**src/rtl/scan_text_arbiter.sv**
```systemverilog
// Single-writer arbiter for the VGA text RAM: clears the screen after reset, then
// round-robins between PS/2 scan bytes (rendered as "HH ") and CPU character writes.
module scan_text_arbiter #(
    parameter int COLS   = 80,
    parameter int ROWS   = 30,
    parameter int ADDR_W = 12
) (
    input  logic              clk_sys,
    input  logic              rst,
    input  logic              kb_valid,
    input  logic [7:0]        kb_data,
    output logic              kb_ready,
    input  logic              cpu_req,
    input  logic [ADDR_W-1:0] cpu_addr,
    input  logic [7:0]        cpu_wdata,
    output logic              cpu_gnt,
    output logic              vram_we,
    output logic [ADDR_W-1:0] vram_addr,
    output logic [7:0]        vram_wdata,
    output logic [ADDR_W-1:0] cursor_pos,
    output logic              busy,
    output logic [2:0]        fsm_state
);

    localparam int TOTAL = COLS * ROWS;
    localparam logic [ADDR_W:0] TOTAL_X = (ADDR_W+1)'(TOTAL);

    localparam logic [2:0] ST_CLEAR  = 3'd0;
    localparam logic [2:0] ST_IDLE   = 3'd1;
    localparam logic [2:0] ST_KB_HI  = 3'd2;
    localparam logic [2:0] ST_KB_LO  = 3'd3;
    localparam logic [2:0] ST_KB_SP  = 3'd4;
    localparam logic [2:0] ST_CPU_WR = 3'd5;

    localparam logic [7:0] SPACE = 8'h20;

    logic [2:0]        state;
    logic [ADDR_W:0]   clr_cnt;
    logic [7:0]        kb_byte;
    logic              last_cpu;
    logic [ADDR_W-1:0] cursor;

    logic              idle;
    logic              grant_kb;
    logic              grant_cpu;
    logic              cpu_in_range;
    logic [ADDR_W:0]   cursor_plus3;
    logic [ADDR_W-1:0] cursor_next;

    function automatic logic [7:0] hex_char(input logic [3:0] n);
        // '0'..'9' then 'A'..'F': 0x37 + 10 lands on 0x41
        if (n < 4'd10) hex_char = 8'h30 + {4'h0, n};
        else           hex_char = 8'h37 + {4'h0, n};
    endfunction

    // Handshakes: a scan byte transfers on the cycle kb_valid & kb_ready are both high;
    // the source holds kb_valid/kb_data until then. cpu_req is held until the single-cycle
    // cpu_gnt, and cpu_addr/cpu_wdata are captured on that same cycle.
    always_comb begin
        idle         = (state == ST_IDLE);
        grant_kb     = !rst && idle && kb_valid && (!cpu_req || last_cpu);
        grant_cpu    = !rst && idle && cpu_req && (!kb_valid || !last_cpu);
        cpu_in_range = ({1'b0, cpu_addr} < TOTAL_X);
        cursor_plus3 = {1'b0, cursor} + (ADDR_W+1)'(3);
        if (cursor_plus3 >= TOTAL_X) cursor_next = '0;
        else                         cursor_next = cursor_plus3[ADDR_W-1:0];
    end

    assign kb_ready   = grant_kb;
    assign cpu_gnt    = grant_cpu;
    assign busy       = rst || !idle;
    assign cursor_pos = cursor;
    assign fsm_state  = state;

    // The vram_* registers are loaded on the edge entering each write state, so the
    // write is presented during that state's own cycle.
    always_ff @(posedge clk_sys) begin
        if (rst) begin
            state      <= ST_CLEAR;
            clr_cnt    <= '0;
            kb_byte    <= '0;
            last_cpu   <= 1'b1;
            cursor     <= '0;
            vram_we    <= 1'b0;
            vram_addr  <= '0;
            vram_wdata <= '0;
        end else begin
            case (state)
                ST_CLEAR: begin
                    if (clr_cnt == TOTAL_X) begin
                        vram_we <= 1'b0;
                        state   <= ST_IDLE;
                    end else begin
                        vram_we    <= 1'b1;
                        vram_addr  <= clr_cnt[ADDR_W-1:0];
                        vram_wdata <= SPACE;
                        clr_cnt    <= clr_cnt + (ADDR_W+1)'(1);
                    end
                end
                ST_IDLE: begin
                    if (grant_kb) begin
                        vram_we    <= 1'b1;
                        vram_addr  <= cursor;
                        vram_wdata <= hex_char(kb_data[7:4]);
                        kb_byte    <= kb_data;
                        last_cpu   <= 1'b0;
                        state      <= ST_KB_HI;
                    end else if (grant_cpu) begin
                        last_cpu <= 1'b1;
                        state    <= ST_CPU_WR;
                        // Out-of-range cells are granted but silently dropped.
                        if (cpu_in_range) begin
                            vram_we    <= 1'b1;
                            vram_addr  <= cpu_addr;
                            vram_wdata <= cpu_wdata;
                        end else begin
                            vram_we <= 1'b0;
                        end
                    end else begin
                        vram_we <= 1'b0;
                    end
                end
                ST_KB_HI: begin
                    vram_addr  <= cursor + ADDR_W'(1);
                    vram_wdata <= hex_char(kb_byte[3:0]);
                    state      <= ST_KB_LO;
                end
                ST_KB_LO: begin
                    vram_addr  <= cursor + ADDR_W'(2);
                    vram_wdata <= SPACE;
                    state      <= ST_KB_SP;
                end
                ST_KB_SP: begin
                    vram_we <= 1'b0;
                    cursor  <= cursor_next;
                    state   <= ST_IDLE;
                end
                ST_CPU_WR: begin
                    vram_we <= 1'b0;
                    state   <= ST_IDLE;
                end
                default: begin
                    vram_we <= 1'b0;
                    clr_cnt <= '0;
                    state   <= ST_CLEAR;
                end
            endcase
        end
    end

endmodule
```
**config.mk**
```make
export PLATFORM = sky130hd
export DESIGN_NAME = scan_text_arbiter
export DESIGN_NICKNAME = d
export VERILOG_FILES = /design/src/rtl/scan_text_arbiter.sv
export SDC_FILE = /design/constraint.sdc
export NUM_CORES = 1
export LEC_CHECK = 0
export ABC_AREA = 1
export CAP_MARGIN = 10
export CORE_MARGIN = 3
export CORE_UTILIZATION = 47
export DETAILED_ROUTE_END_ITERATION = 6
export PLACE_DENSITY = 0.77
export SLEW_MARGIN = 20
export SYNTH_ARGS = -nofsm -noshare
export SYNTH_HDL_FRONTEND = slang
export SYNTH_SLANG_ARGS = --single-unit
```
**constraint.sdc**
```tcl
create_clock -name clk_sys -period 2.33 [get_ports clk_sys]
set_input_delay 0.466 -clock clk_sys [delete_from_list [all_inputs] [get_ports clk_sys]]
set_output_delay 0.466 -clock clk_sys [all_outputs]
set_load 0.01 [all_outputs]
```
==> reports/results.md, run 1 <==
| Quantity | This run | Unit |
|:---|:---|:---|
| Outcome | complete, no violations | - |
| Count of placed standard cells including taps | 771 | - |
| Sequential group share of total power | 0.563 | - |
| Hold Crit Depth | 2 | - |
| Final wirelength | 11500 | µm |
| Unrepaired setup endpoints after global routing | no | - |
| Number of max-capacitance violations reported | 0 | - |
| TritonCTS clock tree | yes | - |
| Level count of the clock H-tree | 2 | - |
| Post-place setup slack | -10.3 | ps |
| Worst reg-to-reg setup slack | 160 | ps |
| #FFs+latches synth | 54 | - |
| Min Tclk post-route | 2270 | ps |
| DRC | 0 | - |
| Count of buffers inserted at the top-level ports | 70 | - |
| Number of instances in the synthesized netlist | 605 | - |
| Number of antenna repair diodes | 0 | - |
| Switch share | 0.260 | - |
| NumNets Final | 717 | - |
| Relative contribution of the clock network to total power | 0.347 | - |
| Total routing resource utilization after global routing | 0.258 | - |
| Endpoint of the worst-slack reg-to-reg timing path | cursor_pos[11]$_SDFFE_PP0P_ | - |
| Number of violations reported at the end of detailed-routing iteration 0 | 350 | - |
| Final number of hold-violating endpoints | 0 | - |
| Source-to-sink clock delay at the later pin of the worst-skew pair | 320 | ps |
| Nature of the critical path endpoint | output pin | - |
| Synthesis-to-finish area growth | 24.6 | % |
| Data arrival time of the critical path | 1800 | ps |
| Final hold slack | 475 | ps |
| # hold bufs at CTS | 0 | - |
| Longest Clk Path Bufs | 2 | - |
| Number of non-filler instances in the completed layout | 779 | - |
| Maximum number of pins on one net before global-route repair | 34 | - |
| Share of total power in combinational logic | 0.090 | - |
| Distinct cell type count after synthesis | 41 | - |
| Highest-count cells in the layout ignoring fill and taps | 148 x sky130_fd_sc_hd__nand2_1, 69 x sky130_fd_sc_hd__clkdlybuf4s50_1, 62 x sky130_fd_sc_hd__inv_1, 62 x sky130_fd_sc_hd__nor2_1 | - |
| Achievable clock frequency | 441 | MHz |
| DIE HEIGHT | 95.7 | µm |
| Internal Dissipation | 1.24 | mW |
| Clock-pin slew of the registers on the worst-case setup and hold paths | 100 | ps |
| First-pass detailed-route iteration total | 5 | - |
| Total gr overflow | 0 | - |
| Highest ir drop seen on vdd | 0.000209 | V |
| Layout Skew | 13.1 | ps |
| Critical-path maximum fanout | 4 | - |
| Number of top-level design ports | 71 | - |
| Hold Startpoint | vram_addr[3]$_SDFFE_PP0P_ | - |
| Critical path type | primary input to output pin | - |
| Global-route wire length before repair | 18700 | µm |
| Num Clock Sinks | 54 | - |
| Final cycle utilization of the critical path | 0.974 | - |
| Final setup violation count | 0 | - |
| Fin util | 0.607 | - |
| Number of antenna violations at the first check in global routing | 0 | - |
| Number of cells on the worst reg-to-reg path | 11 | - |
| Number of flops mapped to enable cells by yosys | 0 | - |
| Top flip-flop cell by instance count after synthesis | sky130_fd_sc_hd__dfxtp_1 | - |
| Number of global-route vias before repair | 3984 | - |
| Power per unit of standard cell area | 354 | mW/mm² |
| Die X | 95.7 | µm |
| Setup crit start kind | primary input | - |
| Commonest non-fill, non-tap cell in the layout | sky130_fd_sc_hd__nand2_1 | - |
| Wire length per cell | 14.7 | µm |
| Via count | 4285 | - |
| Area after detailed placement | 0.00461 | mm² |
| Setup WS post-layout | 59.9 | ps |
| Via density per instance | 5.50 | - |
| Warnings from Yosys | 0 | - |
| Share of synthesized registers carrying an async set or reset | 0 | - |
| Leakage power summed over all cells | 1.91 | nW |
| Placeable core region | 0.00777 | mm² |
| Required time reported for the critical path endpoint | 1860 | ps |
| Fin area | 0.00471 | mm² |
| Hold crit path type | flip-flop to flip-flop | - |
| Fillers | 782 | - |
| Worst-margin pin slew | 644 | ps |
| Endpoint of the worst hold path | vram_addr[3]$_SDFFE_PP0P_ | - |
| Final weighted congestion in routability-driven placement | 0.929 | - |
| HPWL after detailed placement | 8910 | µm |
| Number of setup buffers added after CTS | 0 | - |
| Number of placement rows | 32 | - |
| Sequential-to-total area share from yosys stat | 0.286 | - |
| Clock root cell | sky130_fd_sc_hd__clkbuf_8 | - |
| Number of nets produced by synthesis | 646 | - |
| Number of pins exceeding their max-slew limit in the final report | 0 | - |
| Mean Syn Cell Area | 6.25 | µm² |
| Net Sw Power | 434 | µW |
| Startpoint of the lowest-slack register-to-register path | cursor_pos[1]$_SDFFE_PP0P_ | - |
| Summed instance area of the synthesized netlist | 0.00378 | mm² |
| Rel. slew slack | 0.567 | - |
| ANT nets after route | 0 | - |
| Fraction of layout cells with a size suffix above 1 | 0.114 | - |
| TritonCTS buffer count | 5 | - |
| Initial Utilization | 0.487 | - |
| Die Area | 0.00916 | mm² |
## cell usage after synthesis, types with 2 or more instances
| cell | instances | area [µm²] |
|---|---|---|
| sky130_fd_sc_hd__inv_2 | 8 | 30.0 |
| sky130_fd_sc_hd__o211ai_1 | 7 | 52.6 |
| sky130_fd_sc_hd__nand2_1 | 148 | 556 |
| sky130_fd_sc_hd__nand3_1 | 48 | 240 |
| sky130_fd_sc_hd__nor3_1 | 9 | 45.0 |
| sky130_fd_sc_hd__dfxtp_1 | 54 | 1080 |
| sky130_fd_sc_hd__nor2_1 | 63 | 236 |
| sky130_fd_sc_hd__buf_2 | 10 | 50.1 |
| sky130_fd_sc_hd__ha_1 | 9 | 113 |
| sky130_fd_sc_hd__nand4_1 | 14 | 87.6 |
| sky130_fd_sc_hd__buf_4 | 5 | 37.5 |
| sky130_fd_sc_hd__o21ai_0 | 52 | 260 |
| sky130_fd_sc_hd__nor2_4 | 6 | 67.6 |
| sky130_fd_sc_hd__nand2_2 | 8 | 50.1 |
| sky130_fd_sc_hd__or2_2 | 3 | 18.8 |
| sky130_fd_sc_hd__clkbuf_1 | 4 | 15.0 |
| sky130_fd_sc_hd__xor2_1 | 7 | 61.3 |
| sky130_fd_sc_hd__inv_1 | 62 | 233 |
| sky130_fd_sc_hd__nor2_2 | 15 | 93.8 |
| sky130_fd_sc_hd__o21ai_1 | 6 | 30.0 |
| sky130_fd_sc_hd__nor4_1 | 3 | 18.8 |
| sky130_fd_sc_hd__nand2_4 | 2 | 22.5 |
| sky130_fd_sc_hd__a211oi_1 | 2 | 15.0 |
| sky130_fd_sc_hd__buf_6 | 2 | 22.5 |
| sky130_fd_sc_hd__a21oi_1 | 42 | 210 |
## power by group through the flow
stage	clock network [mW]	registers, mW	logic (mW)
floorplan	0	0.962	0.0596
global placement	0	0.961	0.147
detailed placement	0	0.962	0.147
CTS	0.593	0.941	0.150
global route	0.622	0.942	0.167
finish	0.580	0.940	0.150
## cell families (layout without fill, tap and decap cells)
logic type / Yosys count / after routing / synth area share
AO/OA/AOI/OAI: 117 / 117 / 0.167
AND/OR/NAND/NOR: 323 / 323 / 0.394
flip-flops: 54 / 54 / 0.286
adder cells (fa/ha/maj): 9 / 9 / 0.0298
buffers and inverters: 95 / 167 / 0.107
XOR/XNOR: 7 / 7 / 0.0162
## repair_timing
action | in CTS | in global routing
pin swaps | 0 | 0
endpoints found under the setup margin | 1 | 2
resized for setup | 1 | 4
## worst max-delay path, stage by stage
cell and delay, ps:
sky130_fd_sc_hd__clkdlybuf4s50_1 500, sky130_fd_sc_hd__nor2_2 170, sky130_fd_sc_hd__nand2_2 70, sky130_fd_sc_hd__inv_2 70
sky130_fd_sc_hd__clkdlybuf4s50_1 530
## how the worst max path moves through the flow
stage                                          start  cells after the start  slack, ps                          to
after floorplan           cursor_pos[0]$_SDFFE_PP0P_                     14        440  cursor_pos[7]$_SDFFE_PP0P_
after global placement                      kb_valid                      6        -10                    kb_ready
after detailed placement                    kb_valid                      6        -10                    kb_ready
after CTS                                        rst                      5         50                     cpu_gnt
after global routing                             rst                      4          2                        busy
final                                            rst                      5         60                    kb_ready
## sequential cells by signal, indices dropped and copies added (netlist names)
name and count:
clr_cnt 13, cursor_pos 12, vram_addr 12, vram_wdata 8
kb_byte 4, fsm_state 3, last_cpu 1, vram_we 1
## layer usage
layer / part of all wire / vias up / track usage
met5: 0 / - / 0
met4: 0.029 / 0 / 0.0983
met3: 0.081 / 27 / 0.0453
met2: 0.45 / 200 / 0.418
met1: 0.44 / 1949 / 0.342
li1: - / 2109 / -
## area by class of cell
type	instances	area [µm²]	area share
Clock buffer	5	68.8	0.0146
Sequential cell	54	1080	0.230
Inverter	72	273	0.0579
Timing Repair Buffer	87	831	0.176
Multi-Input combinational cell	456	2300	0.488
Clock inverter	3	28.8	0.00610
Tap cell	102	128	0.0271
## stage by stage
stage	TNS, ps	power [mW]
floorplan	0	1.02
global placement	-11.9	1.11
detailed placement	-10.3	1.11
CTS	0	1.68
global route	0	1.73
finish	0	1.67
No activity file was read; power rests on OpenSTA's default activity.
==> run 2, diff against run 1 <==
Settings changed: CAP_MARGIN 10 to unset, SKIP_LAST_GASP set to 1.
==> results of run 2 <==
Final layout, timing and power as in run 1 (identical DEF).
==> run 3, diff against run 2 <==
Settings changed: CTS_CLUSTER_SIZE set to 14, PLACE_DENSITY 0.77 to 0.73.
==> reports/results.md, run 3 (synthesized netlist as in run 1, its figures left out) <==
| Quantity | This run | Unit |
|:---|:---|:---|
| Via density per instance | 5.45 | - |
| Number of placement rows | 32 | - |
| Level count of the clock H-tree | 2 | - |
| Critical path type | primary input to output pin | - |
| Hold Crit Depth | 2 | - |
| Critical-path maximum fanout | 2 | - |
| HPWL after detailed placement | 9090 | µm |
| Layout Skew | 13.0 | ps |
| Fraction of layout cells with a size suffix above 1 | 0.111 | - |
| NumNets Final | 718 | - |
| Setup crit start kind | primary input | - |
| Achievable clock frequency | 445 | MHz |
| Power per unit of standard cell area | 345 | mW/mm² |
| Number of top-level design ports | 71 | - |
| Accumulated negative setup slack | 0 | ps |
| Most frequent cell on the critical path | sky130_fd_sc_hd__clkdlybuf4s50_1 | - |
| Die Area | 0.00916 | mm² |
| Cell type group with the largest total delay on the critical path | buffers and inverters | - |
| Final number of hold-violating endpoints | 0 | - |
| Total routing resource utilization after global routing | 0.263 | - |
| Placeable core region | 0.00777 | mm² |
| Count of placed standard cells including taps | 772 | - |
| Global-route wire length before repair | 19000 | µm |
| First-pass detailed-route iteration total | 5 | - |
| Number of antenna violations at the first check in global routing | 0 | - |
| Startpoint of the lowest-slack register-to-register path | cursor_pos[2]$_SDFFE_PP0P_ | - |
| Clock root cell | sky130_fd_sc_hd__clkbuf_8 | - |
| Die X | 95.7 | µm |
| Max reg flops | 13 | - |
| Leakage power summed over all cells | 1.89 | nW |
| Endpoint of the worst-slack reg-to-reg timing path | cursor_pos[0]$_SDFFE_PP0P_ | - |
| Synthesis-to-finish area growth | 24.2 | % |
| Longest Clk Path Bufs | 2 | - |
| Source-to-sink clock delay at the later pin of the worst-skew pair | 320 | ps |
| Maximum number of pins on one net before global-route repair | 34 | - |
| Hold crit path type | flip-flop to flip-flop | - |
| Critical-path cell list | clkdlybuf4s50_1 > inv_1 > a21oi_2 > nand2_2 > inv_2 > clkdlybuf4s50_1 | - |
| Number of antenna repair diodes | 0 | - |
| DRC | 0 | - |
| Endpoint of the worst setup timing path | kb_ready | - |
| Final hold slack | 468 | ps |
| Initial Utilization | 0.487 | - |
| Number of violations reported at the end of detailed-routing iteration 0 | 373 | - |
| Delay of the slowest cell on the worst path | 530 | ps |
| Min Tclk post-route | 2240 | ps |
| Final weighted congestion in routability-driven placement | 0.967 | - |
| Number of cells on the worst reg-to-reg path | 12 | - |
| Number of global-route vias before repair | 3932 | - |
| Number of pins exceeding their max-slew limit in the final report | 0 | - |
| Via count | 4243 | - |
| Highest ir drop seen on vdd | 0.000258 | V |
| Crit path launch | kb_valid | - |
| TritonCTS clock tree | yes | - |
| Wire length per cell | 15.1 | µm |
| Final wirelength | 11700 | µm |
| Worst reg-to-reg setup slack | 230 | ps |
| Rel. slew slack | 0.593 | - |
| Num Clock Sinks | 54 | - |
| Worst-margin pin slew | 606 | ps |
| Unrepaired setup endpoints after global routing | no | - |
| Crit path buf inv count | 4 | - |
| Register with the most flip-flops | clr_cnt | - |
| Highest-count cells in the layout ignoring fill and taps | 148 x sky130_fd_sc_hd__nand2_1, 69 x sky130_fd_sc_hd__clkdlybuf4s50_1, 63 x sky130_fd_sc_hd__nor2_1 | - |
| TritonCTS buffer count | 5 | - |
| Final setup violation count | 0 | - |
| Final cycle utilization of the critical path | 0.963 | - |
| Total gr overflow | 0 | - |
| Number of non-filler instances in the completed layout | 779 | - |
| Nature of the critical path endpoint | output pin | - |
| Required time reported for the critical path endpoint | 1860 | ps |
| Outcome | complete, no violations | - |
| Slowest library cell on the worst path | sky130_fd_sc_hd__clkdlybuf4s50_1 | - |
| Number of max-capacitance violations reported | 0 | - |
| Count of buffers inserted at the top-level ports | 70 | - |
| Instance count on the critical path | 6 | - |
| DIE HEIGHT | 95.7 | µm |
| Commonest non-fill, non-tap cell in the layout | sky130_fd_sc_hd__nand2_1 | - |
| Clock-pin slew of the registers on the worst-case setup and hold paths | 90 | ps |
| Data arrival time of the critical path | 1780 | ps |
| ANT nets after route | 0 | - |
-- run 3: stage by stage --
step	instance area, µm²	setup WS (ps)	util	power (mW)
after global placement	4610	1.07	0.594	1.11
after CTS	4700	2.56	0.605	1.63
after global routing	4700	13.4	0.605	1.69
after floorplan	3780	442	-	1.02
final	4700	85.0	0.605	1.62
after detailed placement	4610	2.66	0.594	1.11
-- run 3: what timing repair did --
action / CTS / global route
gates resized for setup: 1 / 2
endpoints found under the setup margin: 1 / 2
hold buffers: 0 / 0
buffers inserted: 0 / 0
-- run 3: final cells by class --
| class | count | area [µm²] |
|---|---|---|
| Clock buffer | 5 | 68.8 |
| Inverter | 72 | 273 |
| Timing Repair Buffer | 88 | 835 |
| Tap cell | 102 | 128 |
| Sequential cell | 54 | 1080 |
| Clock inverter | 2 | 15.0 |
| Multi-Input combinational cell | 456 | 2300 |
| Fill cell | 768 | 3070 |
-- run 3: worst min-delay path by stage --
stage	start	endpoint	slack, ps
3_3_place_gp	vram_addr[5]$_SDFFE_PP0P_	vram_addr[5]$_SDFFE_PP0P_	460
5_1_grt	vram_addr[5]$_SDFFE_PP0P_	vram_addr[5]$_SDFFE_PP0P_	500
2_1_floorplan	clr_cnt[2]$_SDFFE_PP0P_	clr_cnt[2]$_SDFFE_PP0P_	430
6_report	vram_addr[3]$_SDFFE_PP0P_	vram_addr[3]$_SDFFE_PP0P_	470
3_5_place_dp	vram_addr[5]$_SDFFE_PP0P_	vram_addr[5]$_SDFFE_PP0P_	460
4_1_cts	vram_addr[5]$_SDFFE_PP0P_	vram_addr[5]$_SDFFE_PP0P_	470
-- run 3: tightest hold or removal path, delay by kind of cell, from the launching register on --
family | cells | cell delay [ps]
DFF | 1 | 320
and+or+nand+nor | 1 | 60
AOI/OAI and AO/OA | 1 | 50
-- run 3: power breakdown --
part           total [mW]  switching, mW  internal [mW]
Sequential          0.940        0.00744          0.932
Clock               0.536          0.329          0.206
Combinational       0.148         0.0706         0.0771
-- run 3: layer usage --
layer / wire [µm] / up-vias / share of wire / GRT usage
met5: 0 / - / 0 / 0
met2: 5520 / 184 / 0.47 / 0.440
met1: 5120 / 1927 / 0.44 / 0.353
li1: - / 2112 / - / -
met3: 834 / 20 / 0.071 / 0.0375
met4: 259 / 0 / 0.022 / 0.0711
